File: src/rtl/nmea_pkg.sv
// nmea_pkg: shared constants for the NMEA sentence receiver.
// Holds FSM state encodings, error codes, ASCII framing characters and a
// hex-digit decoder used for the two-character checksum trailer.
package nmea_pkg;

    // FSM state encoding
    localparam logic [2:0] S_IDLE   = 3'd0;
    localparam logic [2:0] S_PREFIX = 3'd1;
    localparam logic [2:0] S_FIELD  = 3'd2;
    localparam logic [2:0] S_CHECK  = 3'd3;
    localparam logic [2:0] S_TERM   = 3'd4;

    // Error codes reported with resolve
    localparam logic [2:0] ERR_OK              = 3'd0;
    localparam logic [2:0] ERR_FIELD_OVERFLOW  = 3'd1;
    localparam logic [2:0] ERR_TOO_MANY_FIELDS = 3'd2;
    localparam logic [2:0] ERR_BAD_HEX         = 3'd3;
    localparam logic [2:0] ERR_CHECKSUM        = 3'd4;
    localparam logic [2:0] ERR_ABORTED         = 3'd5;
    localparam logic [2:0] ERR_BAD_TERM        = 3'd6;

    // ASCII framing characters
    localparam logic [7:0] CH_DOLLAR = 8'h24;
    localparam logic [7:0] CH_STAR   = 8'h2A;
    localparam logic [7:0] CH_CR     = 8'h0D;
    localparam logic [7:0] CH_LF     = 8'h0A;

    // Returns {valid, nibble}; accepts 0-9, A-F, a-f.
    function automatic logic [4:0] hex_decode(input logic [7:0] c);
        if (c >= 8'h30 && c <= 8'h39) begin
            return {1'b1, c[3:0]};
        end else if ((c >= 8'h41 && c <= 8'h46) || (c >= 8'h61 && c <= 8'h66)) begin
            return {1'b1, c[3:0] + 4'd9};
        end else begin
            return 5'b0_0000;
        end
    endfunction

endpackage

File: src/rtl/nmea_field_buffer.sv
// nmea_field_buffer: collects the bytes of one field.
// Each pushed byte shifts in at the bottom (last byte in [0+:B]); unused upper
// bytes stay zero. A push while already holding FIELD_W bytes is not stored
// and raises o_overflow for that cycle.
module nmea_field_buffer #(
    parameter int unsigned B       = 8,
    parameter int unsigned FIELD_W = 10,
    parameter int unsigned LEN_W   = $clog2(FIELD_W + 1)
) (
    input  logic                 i_clock,
    input  logic                 i_reset,
    input  logic                 i_clear,
    input  logic                 i_push,
    input  logic [B-1:0]         i_byte,
    output logic [LEN_W-1:0]     o_len,
    output logic [FIELD_W*B-1:0] o_data,
    output logic                 o_overflow
);

    localparam int unsigned DW = FIELD_W * B;

    logic [LEN_W-1:0] r_len;
    logic [DW-1:0]    r_data;
    logic             w_full;
    logic [DW-1:0]    w_byte_ext;

    assign w_full     = (r_len == LEN_W'(FIELD_W));
    assign w_byte_ext = DW'(i_byte);

    // Shift-in storage with length counter; clear has priority over push
    always_ff @(posedge i_clock) begin
        if (i_reset || i_clear) begin
            r_len  <= '0;
            r_data <= '0;
        end else if (i_push && !w_full) begin
            r_data <= (r_data << B) | w_byte_ext;
            r_len  <= r_len + LEN_W'(1);
        end
    end

    assign o_len      = r_len;
    assign o_data     = r_data;
    assign o_overflow = i_push && w_full;

endmodule

File: src/rtl/nmea_sentence_receiver.sv
// nmea_sentence_receiver: matches "$"+PREFIX+SEPARATOR, streams each
// comma-separated field on a one-cycle strobe, verifies the XOR checksum
// and reports the sentence outcome with a coded error.
// Optional feature macro: NMEA_CRLF_EN (require CR LF after the checksum).
module nmea_sentence_receiver
    import nmea_pkg::*;
#(
    parameter int unsigned             B          = 8,
    parameter int unsigned             PREFIX_LEN = 5,
    parameter logic [PREFIX_LEN*B-1:0] PREFIX     = "GPZDA",
    parameter logic [B-1:0]            SEPARATOR  = ",",
    parameter int unsigned             MAX_FIELDS = 8,
    parameter int unsigned             FIELD_W    = 10,
    localparam int unsigned            IDX_W      = (MAX_FIELDS > 1) ? $clog2(MAX_FIELDS) : 1,
    localparam int unsigned            LEN_W      = $clog2(FIELD_W + 1),
    localparam int unsigned            CNT_W      = $clog2(MAX_FIELDS + 1)
) (
    input  logic                 clock,
    input  logic                 reset,
    input  logic                 load,
    input  logic [B-1:0]         data,
    output logic                 field_valid,
    output logic [IDX_W-1:0]     field_index,
    output logic [LEN_W-1:0]     field_len,
    output logic [FIELD_W*B-1:0] field_data,
    output logic                 resolve,
    output logic                 error,
    output logic [2:0]           error_code,
    output logic [CNT_W-1:0]     field_count
);

    localparam int unsigned      PIDX_W  = $clog2(PREFIX_LEN + 1);
    localparam logic [PIDX_W-1:0] PFX_DONE = PIDX_W'(PREFIX_LEN);
    localparam logic [CNT_W-1:0]  FC_MAX   = CNT_W'(MAX_FIELDS);

    // FSM and sentence state
    logic [2:0]        r_state,  w_state_n;
    logic [PIDX_W-1:0] r_pidx,   w_pidx_n;
    logic [B-1:0]      r_csum,   w_csum_n;
    logic [CNT_W-1:0]  r_fcount, w_fcount_n;
    logic [3:0]        r_hi,     w_hi_n;
    logic              r_digit,  w_digit_n;
`ifdef NMEA_CRLF_EN
    logic              r_lf,     w_lf_n;
`endif

    // Registered outputs
    logic                 r_field_valid;
    logic [IDX_W-1:0]     r_field_index;
    logic [LEN_W-1:0]     r_field_len;
    logic [FIELD_W*B-1:0] r_field_data;
    logic                 r_resolve;
    logic                 r_error;
    logic [2:0]           r_error_code;
    logic [CNT_W-1:0]     r_field_count;

    // Byte classification and helpers
    logic [7:0]           w_byte;
    logic                 w_is_dollar, w_is_star, w_is_sep;
    logic [4:0]           w_hex;
    logic [B-1:0]         w_rx_sum;
    logic [B-1:0]         w_pfx_byte;
    logic                 w_fld_fire, w_res_fire;
    logic [2:0]           w_res_code;

    // Field buffer interface
    logic                 w_buf_push, w_buf_clear, w_buf_ovf;
    logic [LEN_W-1:0]     w_buf_len;
    logic [FIELD_W*B-1:0] w_buf_data;

    assign w_byte      = data[7:0];
    assign w_is_dollar = (w_byte == CH_DOLLAR);
    assign w_is_star   = (w_byte == CH_STAR);
    assign w_is_sep    = (data == SEPARATOR);
    assign w_hex       = hex_decode(w_byte);
    assign w_rx_sum    = B'({r_hi, w_hex[3:0]});

    // Payload bytes go into the buffer; every other loaded byte empties it
    assign w_buf_push  = load && (r_state == S_FIELD) && !w_is_dollar && !w_is_sep && !w_is_star;
    assign w_buf_clear = load && !w_buf_push;

    nmea_field_buffer #(
        .B       (B),
        .FIELD_W (FIELD_W),
        .LEN_W   (LEN_W)
    ) u_buf (
        .i_clock    (clock),
        .i_reset    (reset),
        .i_clear    (w_buf_clear),
        .i_push     (w_buf_push),
        .i_byte     (data),
        .o_len      (w_buf_len),
        .o_data     (w_buf_data),
        .o_overflow (w_buf_ovf)
    );

    // Select the prefix byte expected at the current match position
    always_comb begin
        w_pfx_byte = '0;
        for (int unsigned k = 0; k < PREFIX_LEN; k++) begin
            if (r_pidx == PIDX_W'(k)) begin
                w_pfx_byte = PREFIX[(PREFIX_LEN - 1 - k) * B +: B];
            end
        end
    end

    // Next-state, checksum and strobe decisions for the current byte
    always_comb begin
        w_state_n  = r_state;
        w_pidx_n   = r_pidx;
        w_csum_n   = r_csum;
        w_fcount_n = r_fcount;
        w_hi_n     = r_hi;
        w_digit_n  = r_digit;
`ifdef NMEA_CRLF_EN
        w_lf_n     = r_lf;
`endif
        w_fld_fire = 1'b0;
        w_res_fire = 1'b0;
        w_res_code = ERR_OK;
        if (load) begin
            // "$" is handled once for all states: it always restarts prefix
            // matching, and aborts the sentence if one was being parsed.
            if (w_is_dollar) begin
                if (r_state == S_FIELD || r_state == S_CHECK || r_state == S_TERM) begin
                    w_res_fire = 1'b1;
                    w_res_code = ERR_ABORTED;
                end
                w_state_n  = S_PREFIX;
                w_pidx_n   = '0;
                w_csum_n   = '0;
                w_fcount_n = '0;
                w_digit_n  = 1'b0;
            end else begin
                case (r_state)
                    S_IDLE: begin
                    end
                    S_PREFIX: begin
                        if (r_pidx != PFX_DONE) begin
                            if (data == w_pfx_byte) begin
                                w_pidx_n = r_pidx + PIDX_W'(1);
                                w_csum_n = r_csum ^ data;
                            end else begin
                                w_state_n = S_IDLE;
                            end
                        end else if (w_is_sep) begin
                            w_state_n  = S_FIELD;
                            w_csum_n   = r_csum ^ data;
                            w_fcount_n = '0;
                        end else begin
                            w_state_n = S_IDLE;
                        end
                    end
                    S_FIELD: begin
                        if (w_is_sep || w_is_star) begin
                            if (r_fcount == FC_MAX) begin
                                w_res_fire = 1'b1;
                                w_res_code = ERR_TOO_MANY_FIELDS;
                                w_state_n  = S_IDLE;
                            end else begin
                                w_fld_fire = 1'b1;
                                w_fcount_n = r_fcount + CNT_W'(1);
                                if (w_is_star) begin
                                    w_state_n = S_CHECK;
                                    w_digit_n = 1'b0;
                                end else begin
                                    w_csum_n = r_csum ^ data;
                                end
                            end
                        end else if (w_buf_ovf) begin
                            w_res_fire = 1'b1;
                            w_res_code = ERR_FIELD_OVERFLOW;
                            w_state_n  = S_IDLE;
                        end else begin
                            w_csum_n = r_csum ^ data;
                        end
                    end
                    S_CHECK: begin
                        if (!w_hex[4]) begin
                            w_res_fire = 1'b1;
                            w_res_code = ERR_BAD_HEX;
                            w_state_n  = S_IDLE;
                        end else if (!r_digit) begin
                            w_hi_n    = w_hex[3:0];
                            w_digit_n = 1'b1;
                        end else if (w_rx_sum != r_csum) begin
                            w_res_fire = 1'b1;
                            w_res_code = ERR_CHECKSUM;
                            w_state_n  = S_IDLE;
                        end else begin
`ifdef NMEA_CRLF_EN
                            w_state_n = S_TERM;
                            w_lf_n    = 1'b0;
`else
                            w_res_fire = 1'b1;
                            w_res_code = ERR_OK;
                            w_state_n  = S_IDLE;
`endif
                        end
                    end
`ifdef NMEA_CRLF_EN
                    S_TERM: begin
                        if (!r_lf && w_byte == CH_CR) begin
                            w_lf_n = 1'b1;
                        end else if (r_lf && w_byte == CH_LF) begin
                            w_res_fire = 1'b1;
                            w_res_code = ERR_OK;
                            w_state_n  = S_IDLE;
                        end else begin
                            w_res_fire = 1'b1;
                            w_res_code = ERR_BAD_TERM;
                            w_state_n  = S_IDLE;
                        end
                    end
`endif
                    default: begin
                        w_state_n = S_IDLE;
                    end
                endcase
            end
        end
    end

    // Sentence state registers
    always_ff @(posedge clock) begin
        if (reset) begin
            r_state  <= S_IDLE;
            r_pidx   <= '0;
            r_csum   <= '0;
            r_fcount <= '0;
            r_hi     <= '0;
            r_digit  <= 1'b0;
`ifdef NMEA_CRLF_EN
            r_lf     <= 1'b0;
`endif
        end else begin
            r_state  <= w_state_n;
            r_pidx   <= w_pidx_n;
            r_csum   <= w_csum_n;
            r_fcount <= w_fcount_n;
            r_hi     <= w_hi_n;
            r_digit  <= w_digit_n;
`ifdef NMEA_CRLF_EN
            r_lf     <= w_lf_n;
`endif
        end
    end

    // Output strobes and the values that accompany them
    always_ff @(posedge clock) begin
        if (reset) begin
            r_field_valid <= 1'b0;
            r_field_index <= '0;
            r_field_len   <= '0;
            r_field_data  <= '0;
            r_resolve     <= 1'b0;
            r_error       <= 1'b0;
            r_error_code  <= '0;
            r_field_count <= '0;
        end else begin
            r_field_valid <= w_fld_fire;
            if (w_fld_fire) begin
                r_field_index <= r_fcount[IDX_W-1:0];
                r_field_len   <= w_buf_len;
                r_field_data  <= w_buf_data;
            end
            r_resolve <= w_res_fire;
            if (w_res_fire) begin
                r_error       <= (w_res_code != ERR_OK);
                r_error_code  <= w_res_code;
                r_field_count <= r_fcount;
            end
        end
    end

    assign field_valid = r_field_valid;
    assign field_index = r_field_index;
    assign field_len   = r_field_len;
    assign field_data  = r_field_data;
    assign resolve     = r_resolve;
    assign error       = r_error;
    assign error_code  = r_error_code;
    assign field_count = r_field_count;

endmodule

File: config.mk
export PLATFORM = sky130hd
export DESIGN_NAME = nmea_sentence_receiver
export DESIGN_NICKNAME = d
export VERILOG_FILES = /design/src/rtl/nmea_pkg.sv /design/src/rtl/nmea_field_buffer.sv /design/src/rtl/nmea_sentence_receiver.sv
export SDC_FILE = /design/constraint.sdc
export NUM_CORES = 1
export LEC_CHECK = 0
export ABC_AREA = 1
export CORE_ASPECT_RATIO = 1.4
export CORE_MARGIN = 2
export CORE_UTILIZATION = 23
export DETAILED_ROUTE_END_ITERATION = 12
export HOLD_SLACK_MARGIN = 0.06
export PLACE_DENSITY = 0.42
export REMOVE_ABC_BUFFERS = 1
export SYNTH_ARGS = -nofsm -noshare
export SYNTH_HDL_FRONTEND = slang
export SYNTH_SLANG_ARGS = --single-unit
File: constraint.sdc
create_clock -name clock -period 3.8 [get_ports clock]
set_input_delay 0.76 -clock clock [delete_from_list [all_inputs] [get_ports clock]]
set_output_delay 0.76 -clock clock [all_outputs]
set_load 0.005 [all_outputs]
# Word level (Yosys, flattened, before mapping)
# Index checks and enable logic that the tools add are counted.
[word_totals]
register_bits = 204
inputBits = 11
out_inout_bits = 97
elab_cells = 163
[op_classes]
add_sub_neg = 4
n_lt_le_gt_ge = 6
n_eq_ne = 32
muxes = 67
n_bitwise = 4
n_reduce_logical = 34
[op_table]
columns = ["operator", "count"]
rows = [
  ["2-to-1 mux 8 bit", 12],
  ["bitwise OR 80 x 8 -> 80 bit", 1],
  ["2-to-1 mux 3 bit", 20],
  ["!= test 4 bit (second input constant)", 7],
  ["== test 8 x 6 -> 1 bit (second input constant)", 3],
  ["2-to-1 mux 4 bit", 5],
  ["2-to-1 mux 1 bit", 19],
  ["!= test 3 bit (second input constant)", 6],
  ["AND reduction 6 bit", 3],
  [">= comparator 8 x 7 -> 1 bit (second input constant)", 2],
  ["<= comparator 8 x 7 -> 1 bit (second input constant)", 2],
  ["one-hot mux 8 bit (2 select lines)", 1],
  ["== test 3 x 2 -> 1 bit (second input constant)", 4],
  ["one-hot mux 3 bit (4 select lines)", 1],
  ["logical AND 1 bit", 10],
  ["2-to-1 mux 5 bit", 2],
  ["nonzero test 3 bit", 3],
  ["adder 4 x 1 -> 4 bit (second input constant)", 2],
  ["== test 4 bit (second input constant)", 2],
  ["== test 8 bit", 1],
  [">= comparator 8 x 6 -> 1 bit (second input constant)", 1],
  ["<= comparator 8 x 6 -> 1 bit (second input constant)", 1],
  ["!= test 8 bit", 1],
  ["one-hot mux 4 bit (2 select lines)", 1],
  ["21 further kinds", 37],
]

# Depth between registers and ports, before layout
[depth]
ltp_word = 13
ltp_mapped = 15
depth_no_buf = 15

# By module
# From an unflattened synthesis, not the netlist that was laid out.
[unflattened]
hier_cells = 1305
area_unflattened_um2 = 9307.7
[by_module_without_submodules]
columns = ["module", "instances", "cells_each", "area_each_um2", "seq_area_each_um2"]
rows = [
  ["nmea_sentence_receiver", 1, 748, 5451.5, 2382.3],
  ["nmea_field_buffer", 1, 557, 3856.2, 1681.6],
]

# Worst setup path after synthesis
# Ideal clock, no wire load.
[synth_timing]
path_type = "input to register"
start = "input data[0]"
end = "register r_csum[7]"
setup_time_ns = 0.132
t_arrival_ns = 2.318
required_time_ns = 3.668
setup_slack_ns = 1.349
stages = 14
n_path_buf = 1
cell_sequence = "clkbuf_2 > inv_1 > ha_1 > nand3_2 > nor2_4 > nor2_1 > inv_2 > nor2_1 > nor2_1 > nand2_1 > nor3_4 > nand2_2 > nand2_1 > a21oi_1"
[synth_via]
elab_chain_cells = 8
word_cells_on_any_way = 22
cone_classes = "eq/ne: 9; mux: 3; reduce/logical: 10"
[synth_rtl]
columns = ["element", "line_no", "text"]
rows = [
  ["start, declared", "nmea_sentence_receiver.sv:21", "input logic [B-1:0] data,"],
  ["== test 8 x 6 -> 1 bit", "nmea_sentence_receiver.sv:72", "assign w_is_dollar = (w_byte == CH_DOLLAR);"],
  ["zero test 1 bit", "nmea_sentence_receiver.sv:79", "assign w_buf_push = load && (r_state == S_FIELD) && !w_is_dollar && !w_is_sep && !w_is_star;"],
  ["logical AND 1 bit (3 in a row)", "nmea_sentence_receiver.sv:79", ""],
  ["logical AND 1 bit", "nmea_field_buffer.sv:43", "assign o_overflow = i_push && w_full;"],
  ["!= test 4 bit (no line)", "n/a", ""],
  ["AND reduction 7 bit (no line)", "n/a", ""],
  ["end signal, assigned", "nmea_sentence_receiver.sv:239", "r_csum <= w_csum_n;"],
  ["end, declared", "nmea_sentence_receiver.sv:39", "logic [B-1:0] r_csum, w_csum_n;"],
]
# Parallel ways exist; a longest one is shown, timed or not.
# A chain may end at the register's enable or synchronous reset.

# Worst setup path in the final report
[layout_timing]
start = "input data[0]"
end = "register u_buf.r_data[57], in the netlist u_buf.o_data[57]"
[layout_via]
elab_chain_cells = 8
word_cells_on_any_way = 13
cone_classes = "eq/ne: 3; reduce/logical: 10"
[layout_rtl]
columns = ["element", "line_no", "text"]
rows = [
  ["== test 8 x 6 -> 1 bit", "nmea_sentence_receiver.sv:72", ""],
  ["zero test 1 bit", "nmea_sentence_receiver.sv:79", ""],
  ["logical AND 1 bit (2 in a row)", "nmea_sentence_receiver.sv:79", ""],
  ["logical AND 1 bit *", "nmea_sentence_receiver.sv:79", ""],
  ["zero test 1 bit", "nmea_sentence_receiver.sv:80", "assign w_buf_clear = load && !w_buf_push;"],
  ["logical AND 1 bit", "nmea_sentence_receiver.sv:80", ""],
  ["logical OR 1 bit", "nmea_field_buffer.sv:32", "if (i_reset || i_clear) begin"],
  ["end signal, assigned", "nmea_field_buffer.sv:36", "r_data <= (r_data << B) | w_byte_ext;"],
  ["end, declared", "nmea_field_buffer.sv:23", "logic [DW-1:0] r_data;"],
]
# Every way passes the cells marked *; elsewhere a longest branch is shown, timed or not.

==> flow_summary.yaml <==
clock_network:
  cts_tree: "yes"
  htreeDepth: 1
  postCtsSetupRepairBufs: 0
  cts_buffers: 23
  cts_root_buf: "clkbuf_16"
  clockBufferDepth: 3
  hold_buffers: 0
  clock_latency_ns: 0.51
  cts_resized: 0
  cts.clk_slew.worst_paths_ns: 0.06
  cts_sinks: 203
worst_setup_path:
  worstSetupEndpointType: "register"
  max_stage_delay_ns: 0.41
  crit_path_max_fanout: 37
  worst_ep_arrival_time_ns: 3.12
  crit_buf_inv: 4
  cp_slowest_cell: "clkdlybuf4s50_1"
  critPathRequiredTime_ns: 4.17
  worstSetupStartpointType: "input pin"
  worst-r2r-setup-slack_ns: 1.42
  cpMostUsedCell: "inv_2"
  path_class: "input pin to register"
  cp_top_family: "simple AND/OR/NAND/NOR gates"
  crit_chain: "clkdlybuf4s50_1 -> inv_1 -> ha_1 -> nand3_2 -> nor2_4 -> nor2_1 -> nand3_1 -> inv_2 -> nand2_4 -> inv_2 -> o21ai_0 -> a21oi_1"
route:
  ant_nets: 0
  highest_layer: "met4"
  routedWlPerCell_um: 13.76
  wl_met3_um: 847
  post_drt_via_cell_ratio: 4.297
  wl_met1_mm: 10.13
  drcViolationCount: 0
  num_vias: 7021
  drtPass1Iterations: 4
  dr.first_iter.drc_count: 427
  met2_length_mm: 11.14
  drt_wl_total_mm: 22.48
sta:
  slew_violations: 0
  setup_viol: 0
  period_minus_slack_ns: 2.756
  worstMarginPinSlew_ns: 0.6076
  rsz0062_at_grt: "no"
  relSlewSlack_pct: 59.44
  finalWorstSetupSlack_ns: 1.044
  clock-skew-final_ns: 0.01396
  layout_worst_path_cycle_share_pct: 72.54
  fmax_mhz: 362.8
  hold_violations: 0
power_and_ir_drop:
  leakage_nw: 3.915
  power_density_nw_per_um2: 432.7
  ir_drop_mv: 0.3083
synth:
  synth_ff_type: "dfxtp_1"
  synthesis.area_sq_um: 8491
  synth_cell_type_count: 31
  yosys_warnings: 0
  avgSynthCellArea_sq_um: 8.010
  async_reset_ff_share_pct: 0
  synth_cells: 1060
  synth_enable_flop_cells: 0
  ys_seq_area_share_pct: 47.86
  synth_seq_cells: 203
global_routing:
  grt_max_degree: 71
  antenna_found_initial: 0
  grt_pass1_vias: 6835
  grt_usage_pct: 11.41
  overflow: 0
  grt_pass1_wl_mm: 36.17
floorplan:
  io_pins: 108
  start_util_pct: 23.23
  rows: 83
  core_area_sq_um: 36560
  dieArea_sq_um: 38490
  fp.dieH_um: 231.3
  die_w_um: 166.4
cells_and_area:
  drive_above_1_share_pct: 11.91
  nNetsFinal: 1180
  finalCoreUtilization_pct: 29.43
  diodes: 0
  syn_to_final_growth_pct: 26.70
place:
  dp_hpwl_mm: 15.47
  dp_slack_ns: 0.4724
  place_congestion: 0.8315
  port_buffers: 107
run:
  maxCapViolCount: 0
status:
  outcome: "complete, no violations"
hold_path:
  min_path_type: "register to register"
[synthesized netlist by cell type, drive strengths merged, types with 4 or more instances]
master,count,area [sq um]
nand2,135,521.8
nand4,11,68.82
nand3,37,210.2
xnor2,11,96.34
nor3,4,31.28
clkbuf,15,57.55
inv,107,401.6
a21oi,178,1082
xor2,4,35.03
o21ai,170,850.8
dfxtp,203,4064
ha,17,212.7
nor2,114,473.0
buf,47,331.6
[area by class of cell]
class / instances / area, sq um
flip-flops and latches: 203 / 4064
multi-input cells: 688 / 3655
clock inverters: 9 / 128.9
fillers: 3955 / 25800
well taps: 467 / 584.3
repair buffers: 129 / 1299
clock buffers: 31 / 625.6
inverters: 107 / 401.6
[metal layers]
| metal | vias up | GRT usage [%] |
|---|---|---|
| li1 | 3681 | - |
| met1 | 3199 | 13.93 |
| met2 | 121 | 20.76 |
| met3 | 20 | 1.622 |
| met4 | 0 | 3.341 |
| met5 | - | 0 |
[sequential cells by signal, indices dropped and copies added (netlist names)]
name	flops
r_csum	8
r_hi	4
field_index	3
field_count	4
field_len	4
field_data	80
field_valid	1
u_buf.o_len	4
r_pidx	3
r_state	2
error_code	3
resolve	1
error	1
r_digit	1
u_buf.o_data	80
r_fcount	4
[where the power goes]
| group | leakage, nW | switching (W) | internal, W |
|---|---|---|---|
| logic | 1.92 | 0.000169 | 0.0000860 |
| registers | 1.63 | 0.0000153 | 0.00215 |
| clock network | 0.363 | 0.000880 | 0.00136 |
| total | 3.91 | 0.00106 | 0.00359 |
[tightest hold or removal path: cells and delay by family (launching register included)]
family                 cells  cell delay [ns]
AOI/OAI and AO/OA          1             0.05
buffers and inverters      1             0.06
DFF                        1             0.29
[cells in the final DEF (no fill, tap or decap)]
master,n
a21oi_1,126
nand2_4,2
inv_1,95
o2111ai_1,1
o21ai_0,116
dfxtp_1,203
o21ai_1,54
ha_1,17
nand3b_1,3
a211oi_1,1
a21oi_4,1
clkinvlp_4,2
bufinv_16,3
nor3_1,3
a21oi_2,51
buf_4,17
buf_12,5
nor3_4,1
clkbuf_1,6
nand2_1,130
clkbuf_16,23
clkinv_4,1
nand3_2,5
nor2_4,5
nand4_1,11
xnor2_1,11
nand3_1,32
xor2_1,4
clkbuf_8,2
clkdlybuf4s50_1,107
nand2_2,3
inv_2,12
nor2_1,106
nor2_2,3
nor3b_1,2
clkinv_2,3
[per-stage QoR]
stage / total power, W / setup TNS, ns / hold slack, ns / instance area [sq um] / instances
4_1_cts: 0.004755 / 0 / 0.4596 / 10760 / 1634
3_3_place_gp: 0.002471 / 0 / 0.4456 / 10000 / 1594
5_1_grt: 0.004853 / 0 / 0.4753 / 10760 / 1634
6_report: 0.004655 / 0 / 0.4585 / 10760 / 1634
2_1_floorplan: 0.002362 / -62.55 / 0.4318 / 8102 / 998
3_5_place_dp: 0.002469 / 0 / 0.4496 / 10000 / 1594
[final timing paths]
check / start / to / cells after the start
max: data[0] / u_buf.o_data[57] / 12
min: u_buf.o_data[79] / u_buf.o_data[79] / 2
max reg2reg: r_pidx[0] / r_csum[7] / 12
min reg2reg: u_buf.o_data[79] / u_buf.o_data[79] / 2
[logic make-up after synthesis]
group	Yosys count	synth area share [%]
AOI/OAI and AO/OA	350	22.96
and+or+nand+nor	306	15.81
DFF	203	47.86
buffers and inverters	169	9.313
adders and majority gates	17	2.505
xor gates and xnor gates	15	1.547
Power figures use the tool's default switching activity.
